===== config.mk =====
export PLATFORM = sky130hd
export DESIGN_NAME = sync_updown_counter_flat
export DESIGN_NICKNAME = d
export VERILOG_FILES = /design/src/rtl/sync_updown_counter_if.sv /design/src/rtl/sync_updown_counter.sv /design/src/flat_wrapper.sv
export SDC_FILE = /design/constraint.sdc
export NUM_CORES = 1
export LEC_CHECK = 0
export CAP_MARGIN = 20
export CORE_AREA = 3 3 40 42
export DETAILED_ROUTE_END_ITERATION = 12
export DIE_AREA = 0 0 43 45
export GPL_TIMING_DRIVEN = 0
export HOLD_SLACK_MARGIN = 0.06
export PLACE_DENSITY = 0.65
export SLEW_MARGIN = 20
export SYNTH_ARGS = -nofsm -noshare
export SYNTH_HDL_FRONTEND = slang
export SYNTH_SLANG_ARGS = --single-unit

===== constraint.sdc =====
create_clock -name clk -period 4.25 [get_ports clk]
set_input_delay 0.85 -clock clk [delete_from_list [all_inputs] [get_ports clk]]
set_output_delay 0.85 -clock clk [all_outputs]
set_load 0.02 [all_outputs]

===== src/rtl/sync_updown_counter_if.sv =====
// Bus bundle for sync_updown_counter: the control/load inputs and the count/status outputs.
//   en, up, load, load_val : driven by the master (user logic)
//   count, tc, wrap, sat   : driven by the counter (slave)
interface sync_updown_counter_if #(
    parameter int unsigned WIDTH = 4
);
    logic             en;
    logic             up;
    logic             load;
    logic [WIDTH-1:0] load_val;
    logic [WIDTH-1:0] count;
    logic             tc;
    logic             wrap;
    logic             sat;

    modport master (
        output en, up, load, load_val,
        input  count, tc, wrap, sat
    );

    modport slave (
        input  en, up, load, load_val,
        output count, tc, wrap, sat
    );
endinterface


===== src/rtl/sync_updown_counter.sv =====
// Parametrised synchronous up/down counter with modulus, load, enable prescaler and
// wrap-or-saturate boundary behaviour.
// Ports:
//   clk          rising-edge clock
//   rst          asynchronous active-low reset
//   bus.en       count enable (feeds the prescaler)
//   bus.up       direction, 1 = increment
//   bus.load     synchronous load, wins over a step
//   bus.load_val load value, clamped to MODULUS-1
//   bus.count    registered count, always in 0..MODULUS-1
//   bus.tc       combinational terminal count (step about to hit a boundary)
//   bus.wrap     registered one-cycle pulse after a boundary wrap
//   bus.sat      registered level while held at a boundary (SATURATE=1)
module sync_updown_counter #(
    parameter int unsigned WIDTH    = 4,
    parameter int unsigned MODULUS  = 16,
    parameter int unsigned SATURATE = 0,
    parameter int unsigned PRESCALE = 1
) (
    input  logic                  clk,
    input  logic                  rst,
    sync_updown_counter_if.slave  bus
);

    localparam int unsigned PW = (PRESCALE > 1) ? $clog2(PRESCALE) : 1;
    localparam logic [WIDTH-1:0] MAX      = WIDTH'(MODULUS - 1);
    localparam logic [PW-1:0]    PRE_LAST = PW'(PRESCALE - 1);

    logic [WIDTH-1:0] count_q, count_d;
    logic [PW-1:0]    pre_q, pre_d;
    logic             wrap_q, wrap_d;
    logic             sat_q, sat_d;

    logic             step;
    logic             at_bound;
    logic             load_at_bound;
    logic [WIDTH-1:0] load_clamped;

    // Next-state: load beats step beats hold
    always_comb begin
        step          = bus.en && (pre_q == PRE_LAST);
        at_bound      = bus.up ? (count_q == MAX) : (count_q == '0);
        load_clamped  = (bus.load_val > MAX) ? MAX : bus.load_val;
        load_at_bound = bus.up ? (load_clamped == MAX) : (load_clamped == '0);

        count_d = count_q;
        pre_d   = pre_q;
        wrap_d  = 1'b0;
        // A held level survives only while the direction still points into its boundary
        sat_d   = sat_q && at_bound;

        if (bus.load) begin
            count_d = load_clamped;
            pre_d   = '0;
            sat_d   = (SATURATE != 0) && load_at_bound;
        end else if (step) begin
            pre_d = '0;
            if (at_bound) begin
                if (SATURATE != 0) begin
                    sat_d = 1'b1;
                end else begin
                    count_d = bus.up ? '0 : MAX;
                    wrap_d  = 1'b1;
                end
            end else begin
                // Not at a boundary, so +/-1 cannot leave 0..MAX
                count_d = bus.up ? (count_q + WIDTH'(1)) : (count_q - WIDTH'(1));
                sat_d   = 1'b0;
            end
        end else if (bus.en) begin
            pre_d = pre_q + PW'(1);
        end
    end

    // State register
    always_ff @(posedge clk or negedge rst) begin
        if (!rst) begin
            count_q <= '0;
            pre_q   <= '0;
            wrap_q  <= 1'b0;
            sat_q   <= 1'b0;
        end else begin
            count_q <= count_d;
            pre_q   <= pre_d;
            wrap_q  <= wrap_d;
            sat_q   <= sat_d;
        end
    end

    // tc is gated by rst so every output reads 0 while reset is held
    assign bus.tc    = rst && step && at_bound;
    assign bus.count = count_q;
    assign bus.wrap  = wrap_q;
    assign bus.sat   = sat_q;

endmodule


===== src/flat_wrapper.sv =====
// flat-port wrapper written by rule: the top's interface ports become plain ports
module sync_updown_counter_flat 
#(
    parameter int unsigned WIDTH    = 4,
    parameter int unsigned MODULUS  = 16,
    parameter int unsigned SATURATE = 0,
    parameter int unsigned PRESCALE = 1
)
  (clk, rst, bus_en, bus_up, bus_load, bus_load_val, bus_count, bus_tc, bus_wrap, bus_sat);
  sync_updown_counter_if #(.WIDTH(WIDTH)) bus_i ();
  input  logic clk;
  input  logic rst;
  input wire logic [$bits(bus_i.en)-1:0] bus_en;
  input wire logic [$bits(bus_i.up)-1:0] bus_up;
  input wire logic [$bits(bus_i.load)-1:0] bus_load;
  input wire logic [$bits(bus_i.load_val)-1:0] bus_load_val;
  output wire logic [$bits(bus_i.count)-1:0] bus_count;
  output wire logic [$bits(bus_i.tc)-1:0] bus_tc;
  output wire logic [$bits(bus_i.wrap)-1:0] bus_wrap;
  output wire logic [$bits(bus_i.sat)-1:0] bus_sat;
  assign bus_i.en = bus_en;
  assign bus_i.up = bus_up;
  assign bus_i.load = bus_load;
  assign bus_i.load_val = bus_load_val;
  assign bus_count = bus_i.count;
  assign bus_tc = bus_i.tc;
  assign bus_wrap = bus_i.wrap;
  assign bus_sat = bus_i.sat;
  sync_updown_counter #(.WIDTH(WIDTH), .MODULUS(MODULUS), .SATURATE(SATURATE), .PRESCALE(PRESCALE)) u_core (.clk(clk), .rst(rst), .bus(bus_i));
endmodule

==> metrics.txt, run 1 <==
status=complete, no violations; detailed router's first-iteration violation count=12; # Post-CTS Setup Buffers=0; global-route wire length before repair=1900 microns; via count=443; Setup TNS=0 ns; Fill cells=129; leakage=0.266 nW; Hold EP=u_core.bus.sat$_DFF_PN0_; Rel. slew slack=66.6%; CTS tree=yes; CTS sink cnt=7; Least-Margin Pin Slew=0.500 ns; Avg Cell Area, Syn=10.2 sq um; Final Cycle Share=86.0%; Post-Synthesis Cells=47; vias in the first global route=441; router iterations before antenna repair=4; Internal=0.144 mW; reg2reg start=u_core.bus.count[2]$_DFFE_PN0P_; htree depth=1; Net Sw Power=0.0740 mW; fin. max-slew vios=0; Residual DRC=0; post-synthesis sequential area ratio=36.4%; core area=1280 sq um; area delta synth->final=40.5%; Power, Total=0.218 mW; setup slack, reg-to-reg=2.46 ns; Top Ports=16; Flop pwr share=39.0%; WP data required=3.40 ns; Tot GR Track Use=13.2%; Worst R2R Path Depth=5; grt ovf=0; final setup skew=0.000902 ns; antenna diode count=0; Hold Buf Count CTS=0; biggest area consumer among synthesized cells=dfrtp_1; RSZ-0062 raised after global routing=no; routed length per placed instance=13.1 microns; minimum clock period after layout=3.66 ns; critical path peak fanout=7; # setup viols final=0; hold_sp=u_core.bus.sat$_DFF_PN0_; Synth Cell Area=482 sq um; final hold vios=0; peak supply drop=158 uV; flop and latch count out of synthesis=7; crit start category=input port; row cnt=13; DPL Wire Length=788 microns; root buf cell=clkbuf_4; post-synth top area share=36.4%; worst-skew pair later-pin latency=0.25 ns; NumNets Final=79; P per Cell Area=323 nW/um^2; Clock Path Buffers=2; WHS=0.543 ns; logic gate share of total power=32.5%; Worst Hold Path Cells=1; Post-Route WL=1060 microns; CP endpoint kind=output port; Fmax=273 MHz; initial antenna violation count=0; # Max-Cap Violations=0; Routed Antenna Nets=0; post_cts resized=0; clock network fraction of design power=28.6%; RePlAce Congestion=0.714; Reg clk slew, reported paths=0.06 ns; CTS buffer count=3; Initial Utilization=37.5%; PortBufs=15; reg-to-reg endpoint=u_core.bus.count[3]$_DFFE_PN0P_; largest net degree at the start of global routing=11; Arr. time, crit path=2.81 ns; Area contributors post-synth=dfrtp_1 36%, o41ai_4 5.7%, ha_1 5.2%; Die Height=45 microns; worst hold path class=flop to flop; Synth cell types=26; Sw Ratio=33.9%; proportion of layout cells with a drive suffix above 1=15.2%; width of the chip=43 microns; Setup CP Type=input port to output port; Avg Vias per Cell=5.47; commonest non-fill, non-tap cells in the layout=15 x clkdlybuf4s50_1, 7 x dfrtp_1, 4 x a21oi_1; Die ar.=1940 sq um; synth warn=0; Syn Nets=59; most common cell after layout, fill and taps aside=clkdlybuf4s50_1
## routing by layer
metal	up-vias	share of wire (%)	wire (microns)	track usage, %
met5	-	0	0	0
li1	218	-	-	-
met2	11	50	528	21.6
met4	0	0	0	7.23
met1	214	46	484	16.3
met3	0	4.4	47	2.79
## kinds of logic after synthesis
group / after synthesis / synth area share, %
xor+xnor: 2 / 3.64
buf+inv: 3 / 2.34
compound gates: 15 / 24.4
fa+ha+maj: 3 / 9.35
flops: 7 / 36.4
simple gates: 17 / 23.9
## worst max path at each step
stage	start	end
floorplan	bus_up	bus_tc
global placement	bus_up	bus_tc
detailed placement	bus_up	bus_tc
CTS	bus_up	bus_tc
global route	bus_up	bus_tc
finish	bus_up	bus_tc
## layout make-up
class                      count  area (sq um)  area share, %
multi-input combinational     37           295           43.6
tap                           15          18.8           2.77
timing repair buffer          15           150           22.2
sequential                     7           175           25.9
clock buffer                   4          26.3           3.88
buffer                         1          3.75          0.555
inverter                       2          7.51           1.11
## sequential cells by signal, summed over array words and instances, names as in the netlist
name              cells
u_core.bus.count      4
u_core.bus.sat        1
u_core.bus.wrap       1
u_core.pre_q          1
## power by group through the flow
stage          combinational (mW)  clock, mW  sequential, mW
6_report                   0.0709     0.0624          0.0852
5_1_grt                    0.0785     0.0699          0.0872
4_1_cts                    0.0717     0.0637          0.0852
3_5_place_dp               0.0705          0          0.0863
3_3_place_gp               0.0698          0          0.0862
2_1_floorplan              0.0370          0          0.0903
## Yosys cell counts, drive strengths merged
library cell,n
xnor2,2
a2111oi,1
a21oi,4
nand3,2
or2,1
fa,1
nor3,1
nor2b,1
dfrtp,7
o21ai,4
nor3b,3
o22ai,3
nand2,3
nor4,1
a21boi,1
a32oi,1
clkbuf,1
nand2b,1
o41ai,1
inv,2
and4,2
nor2,1
ha,2
and3b,1
## per-stage QoR
stage | util (%) | cells | instance area [sq um] | worst slack (ns)
after detailed placement | 50.6 | 77 | 651 | 0.589
after floorplan | - | 47 | 482 | 1.52
after global routing | 52.7 | 81 | 677 | 0.428
after global placement | 50.6 | 77 | 651 | 0.608
final | 52.7 | 81 | 677 | 0.593
after CTS | 52.7 | 81 | 677 | 0.575
## worst max-delay path: stages
cell,delay [ns]
clkdlybuf4s50_1,0.53
or2_4,0.30
nor4_1,0.16
a21oi_1,0.11
nor3b_1,0.22
clkdlybuf4s50_1,0.63
(Power assumes the default switching activity.)
==> run 2, diff against run 1 <==
--- a/config.mk
+++ b/config.mk
@@ -11,6 +11,7 @@
 export DIE_AREA = 0 0 43 45
 export GPL_TIMING_DRIVEN = 0
 export HOLD_SLACK_MARGIN = 0.06
+export MAX_ROUTING_LAYER = met4
 export PLACE_DENSITY = 0.65
 export SLEW_MARGIN = 20
 export SYNTH_ARGS = -nofsm -noshare
==> results of run 2 <==
No change in the layout: final DEF, timing and power equal those of run 1.
Main changes from that run: final weighted congestion in routability-driven placement 0.714 -> 0.723; overall routing resource usage 13.2% -> 13.6%
==> run 3, diff against run 2 <==
--- a/config.mk
+++ b/config.mk
@@ -7,6 +7,7 @@
 export LEC_CHECK = 0
 export CAP_MARGIN = 20
 export CORE_AREA = 3 3 40 42
+export CTS_BUF_LIST = sky130_fd_sc_hd__clkbuf_8
 export DETAILED_ROUTE_END_ITERATION = 12
 export DIE_AREA = 0 0 43 45
 export GPL_TIMING_DRIVEN = 0
==> run 3 against run 2 <==
Against the previous run:
- non-clock buffer count is the same
- die area unchanged
- final area up 2.8%
- first-iteration DRC count is 17% higher
- clock skew rose by 0.0019 ns
- sequential share of layout area down 0.70 points
- critical endpoint unchanged
==> metrics.txt, run 3 (synthesized netlist as in run 1, its figures left out) <==
grt ovf=0 (unchanged); Avg Vias per Cell=5.38 (-1.6%); Residual DRC=0 (unchanged); commonest non-fill, non-tap cells in the layout=15 x clkdlybuf4s50_1, 7 x dfrtp_1, 4 x a21oi_1; row cnt=13 (unchanged); router iterations before antenna repair=4 (unchanged); Routed Antenna Nets=0 (unchanged); worst-skew pair later-pin latency=0.23 ns (-0.02 ns); htree depth=1 (unchanged); # Max-Cap Violations=0 (unchanged); critical path peak fanout=7 (unchanged); M3 GR Usage=2.79% (unchanged); vias in the first global route=439 (-0.45%); Net Sw Power=0.0779 mW (+5.3%); Post-Route WL=1070 microns (+0.38%); RSZ-0062 raised after global routing=no; post_cts resized=0 (unchanged); Rel. slew slack=66.2% (-0.39 points); clock network fraction of design power=37.5% (+8.9 points); routed length per placed instance=13.1 microns (+0.38%); Internal=0.171 mW (+19%); worst hold path class=flop to flop; CP endpoint kind=output port; detailed router's first-iteration violation count=14 (+2); Most Frequent Cell on Critical Path=clkdlybuf4s50_1; max reg flops=4 (unchanged); initial antenna violation count=0 (unchanged); Setup CP Type=input port to output port; CP peak stage delay=0.63 ns (about the same); Clock Path Buffers=2 (unchanged); # Post-CTS Setup Buffers=0 (unchanged); Sw Ratio=31.2% (-2.6 points); RePlAce Congestion=0.723; NumNets Final=79 (unchanged); logic gate share of total power=28.4% (-4.1 points); global-route wire length before repair=1860 microns (-1.8%); CTS sink cnt=7 (unchanged); M2 GR Usage=21.0% (-0.60 points); setup ws final=0.591 ns (-0.00226 ns); # setup viols final=0 (unchanged); PortBufs=15 (unchanged); crit start category=input port; most common cell after layout, fill and taps aside=clkdlybuf4s50_1; Die Height=45 microns (unchanged); P per Cell Area=358 nW/um^2 (+11%); Final Cycle Share=86.1% (about the same); peak supply drop=165 uV (+4.2%); WP data required=3.40 ns (about the same); CTS tree=yes; proportion of layout cells with a drive suffix above 1=15.2% (unchanged); CP bufs+invs=2 (unchanged); Critical-path top delay cell=clkdlybuf4s50_1; area delta synth->final=44.4%; final core utilization=54.1% (+1.5 points); Top Ports=16 (unchanged); Hold Buf Count CTS=0 (unchanged); final setup skew=0.00282 ns (+0.00192 ns); largest net degree at the start of global routing=11 (unchanged); width of the chip=43 microns (unchanged); Fill cells=130 (+0.78%); via count=436 (-1.6%); Least-Margin Pin Slew=0.506 ns (+0.00591 ns); met1 Track Usage GR=15.8% (-0.49 points); leakage=0.278 nW (+4.5%); Tot GR Track Use=13.5%; Flop pwr share=34.2% (-4.8 points); Die ar.=1940 sq um (unchanged); core area=1280 sq um (unchanged); Setup TNS=0 ns (unchanged); antenna diode count=0 (unchanged); critical path, cell by cell=clkdlybuf4s50_1 -> or2_4 -> nor4_1 -> a21oi_1 -> nor3b_1 -> clkdlybuf4s50_1; minimum clock period after layout=3.66 ns (+0.00226 ns); status=complete, no violations; Fmax=273 MHz (about the same); final hold vios=0 (unchanged); Power, Total=0.249 mW (+14%); Arr. time, crit path=2.81 ns (about the same); Initial Utilization=37.5% (unchanged); Reg clk slew, reported paths=0.04 ns (-0.02 ns); Top delay family on crit path=buffers and inverters; worst slack at placement=0.589 ns (unchanged); root buf cell=clkbuf_8; CTS buffer count=3 (unchanged); fin. max-slew vios=0 (unchanged); DPL Wire Length=788 microns (unchanged); busiest layer in global routing=met2
## run 3: cell types whose count changed in the layout (fill, tap and decap cells not counted)
cell      previous run  this run
clkbuf_4             3         0
clkbuf_8             0         3
clkbuf_1             2         1
inv_1                2         3
## run 3: metal layers
metal  up-vias  wire length (microns)
met4         0                      0
met3         0                     50
met2        13                    549
met1       206                    465
met5         -                      0
li1        217                      -
## run 3: final timing paths
path                                                 start                               to  slack, ns  cells after the start
setup / recovery                                    bus_up                           bus_tc       0.59                      6
hold / removal                    u_core.bus.sat$_DFF_PN0_         u_core.bus.sat$_DFF_PN0_       0.54                      1
hold reg to reg                   u_core.bus.sat$_DFF_PN0_         u_core.bus.sat$_DFF_PN0_       0.54                      1
min in group asynchronous                              rst         u_core.bus.sat$_DFF_PN0_       0.89                      1
setup reg to reg           u_core.bus.count[2]$_DFFE_PN0P_  u_core.bus.count[3]$_DFFE_PN0P_       2.47                      5
max in group asynchronous                              rst  u_core.bus.count[2]$_DFFE_PN0P_       3.10                      1
## run 3: cell type report
cell class              instances  area (sq um)  area share, %
multi-input cells              37           295           42.4
flip-flops and latches          7           175           25.2
repair buffers                 15           150           21.6
clock buffers                   3          41.3           5.94
well taps                      15          18.8           2.70
inverters                       2          7.51           1.08
clock inverters                 1          3.75          0.540
plain buffers                   1          3.75          0.540
## run 3: worst reg2reg max path, delay by kind of cell (launching register included)
kind            cells  cell delay (ns)
fa+ha+maj           1             0.39
simple gates        1             0.26
compound gates      3             0.59
flops               1             0.46
## run 3: power by group through the flow
stage	Sequential [mW]	Clock (mW)	Combinational, mW
detailed placement	0.0863	0	0.0705
global placement	0.0862	0	0.0698
global route	0.0872	0.100	0.0782
floorplan	0.0903	0	0.0370
finish	0.0852	0.0935	0.0707
CTS	0.0854	0.0950	0.0717
## run 3: stage by stage
step	hold slack (ns)	instance area, sq um	std cells
floorplan	0.527	482	47
global placement	0.532	651	77
detailed placement	0.541	651	77
CTS	0.547	696	81
global route	0.562	696	81
finish	0.540	696	81
==> variant (settings of run 2) <==
`WIDTH` is set to 4 in 3 places; all go to 5.
--- a/src/rtl/sync_updown_counter_if.sv
+++ b/src/rtl/sync_updown_counter_if.sv
@@ -3,5 +3,5 @@
 //   count, tc, wrap, sat   : driven by the counter (slave)
 interface sync_updown_counter_if #(
-    parameter int unsigned WIDTH = 4
+    parameter int unsigned WIDTH = 5
 );
     logic             en;
--- a/src/rtl/sync_updown_counter.sv
+++ b/src/rtl/sync_updown_counter.sv
@@ -13,5 +13,5 @@
 //   bus.sat      registered level while held at a boundary (SATURATE=1)
 module sync_updown_counter #(
-    parameter int unsigned WIDTH    = 4,
+    parameter int unsigned WIDTH    = 5,
     parameter int unsigned MODULUS  = 16,
     parameter int unsigned SATURATE = 0,
--- a/src/flat_wrapper.sv
+++ b/src/flat_wrapper.sv
@@ -2,5 +2,5 @@
 module sync_updown_counter_flat 
 #(
-    parameter int unsigned WIDTH    = 4,
+    parameter int unsigned WIDTH    = 5,
     parameter int unsigned MODULUS  = 16,
     parameter int unsigned SATURATE = 0,
Interface: changed (resized bus_count and bus_load_val); port bits go from 16 to 18. The function was not compared with the original's and may differ.
==> variant against run 2 <==
- total power is 40% higher
- critical endpoint unchanged
- synthesized area is 20% higher
- final area is 16% higher
- highest routed layer is now met4
- wire length is 19% higher
- largest power group is now combinational logic
- final cell count is 20% higher
- setup slack worse by 0.0074 ns
- sequential cell count is 1 higher
==> variant: results (changes against run 2) <==
total number of vias=509 (was 443); GR Layer Usage met2=24.25% (was 21.56%); mux cell area share after synthesis=3.688% (was 0%); dpl ws=0.5906 ns (was 0.5890 ns); met2 wire length=575 microns (was 528 microns); maximum vdd drop=0.2167 mV (was 0.1584 mV); leak pwr=0.0003408 uW (was 0.0002659 uW); WL/cell=12.98 microns (was 13.10 microns); sequential-to-total area share from yosys stat=34.71% (was 36.36%); vias per cell=5.247 (was 5.469); drt first pass iters=2 (was 4); Fill cells=131 (was 129); Final Skew=0.005191 ns (was 0.0009018 ns); outcome=complete, no violations (unchanged); ranking of synthesized cells by area=dfrtp_1, ha_1, nor2_1, a21oi_1, o31ai_4 (was dfrtp_1, o41ai_4, ha_1, nor3b_1, a21oi_1); vias in the first global route=540 (was 441); library cells used by synthesis=27 (was 26); Post-DP Area=765.7 sq um (was 650.6 sq um); M1 WL=623 microns (was 484 microns); first-pass GRT wire length=2339 microns (was 1897 microns); Initial DRC Count=9 (was 12); syn_area_per_cell=9.303 sq um (was 10.25 sq um); DP Wirelength=952.7 microns (was 788.1 microns); top routing layer in use=met4 (was met3); max reg flops=5 (was 4); Synth Area in Compound Gates=18.66% (was 24.42%); GR Util met3=2.390% (was 2.789%); I/O Buffers=17 (was 15); syn nets=76 (was 59); combinational group share of total power=45.5% (was 32.5%); adder-cell share of the synthesized area=9.978% (was 9.351%); Post-Synth XOR/XNOR Area=4.555% (was 3.636%); GR Layer Usage met1=22.28% (was 16.26%); post-layout net count=98 (was 79); Clk network pwr share=18.9% (was 28.6%); CTS Buffer Depth=2 (unchanged)
==> variant: final timing paths <==
| path | start | to | slack [ns] | depth (start not counted) |
|---|---|---|---|---|
| hold reg to reg | u_core.bus.sat | u_core.bus.sat | 0.54 | 1 |
| min in group asynchronous | rst | u_core.bus.count[0] | 0.90 | 1 |
| setup / recovery | bus_up | bus_tc | 0.59 | 6 |
| setup reg to reg | u_core.bus.count[1] | u_core.bus.count[4] | 2.21 | 6 |
| max in group asynchronous | rst | u_core.bus.count[4] | 3.06 | 1 |
| hold / removal | u_core.bus.sat | u_core.bus.sat | 0.54 | 1 |
==> variant: final cells by class <==
class | count | area [sq um] | area share (%)
multi-input cells | 49 | 350.3 | 44.44
flip-flops and latches | 8 | 200.2 | 25.40
repair buffers | 17 | 170.2 | 21.59
clock buffers | 3 | 22.52 | 2.857
well taps | 15 | 18.77 | 2.381
inverters | 4 | 15.01 | 1.905
plain buffers | 1 | 11.26 | 1.429
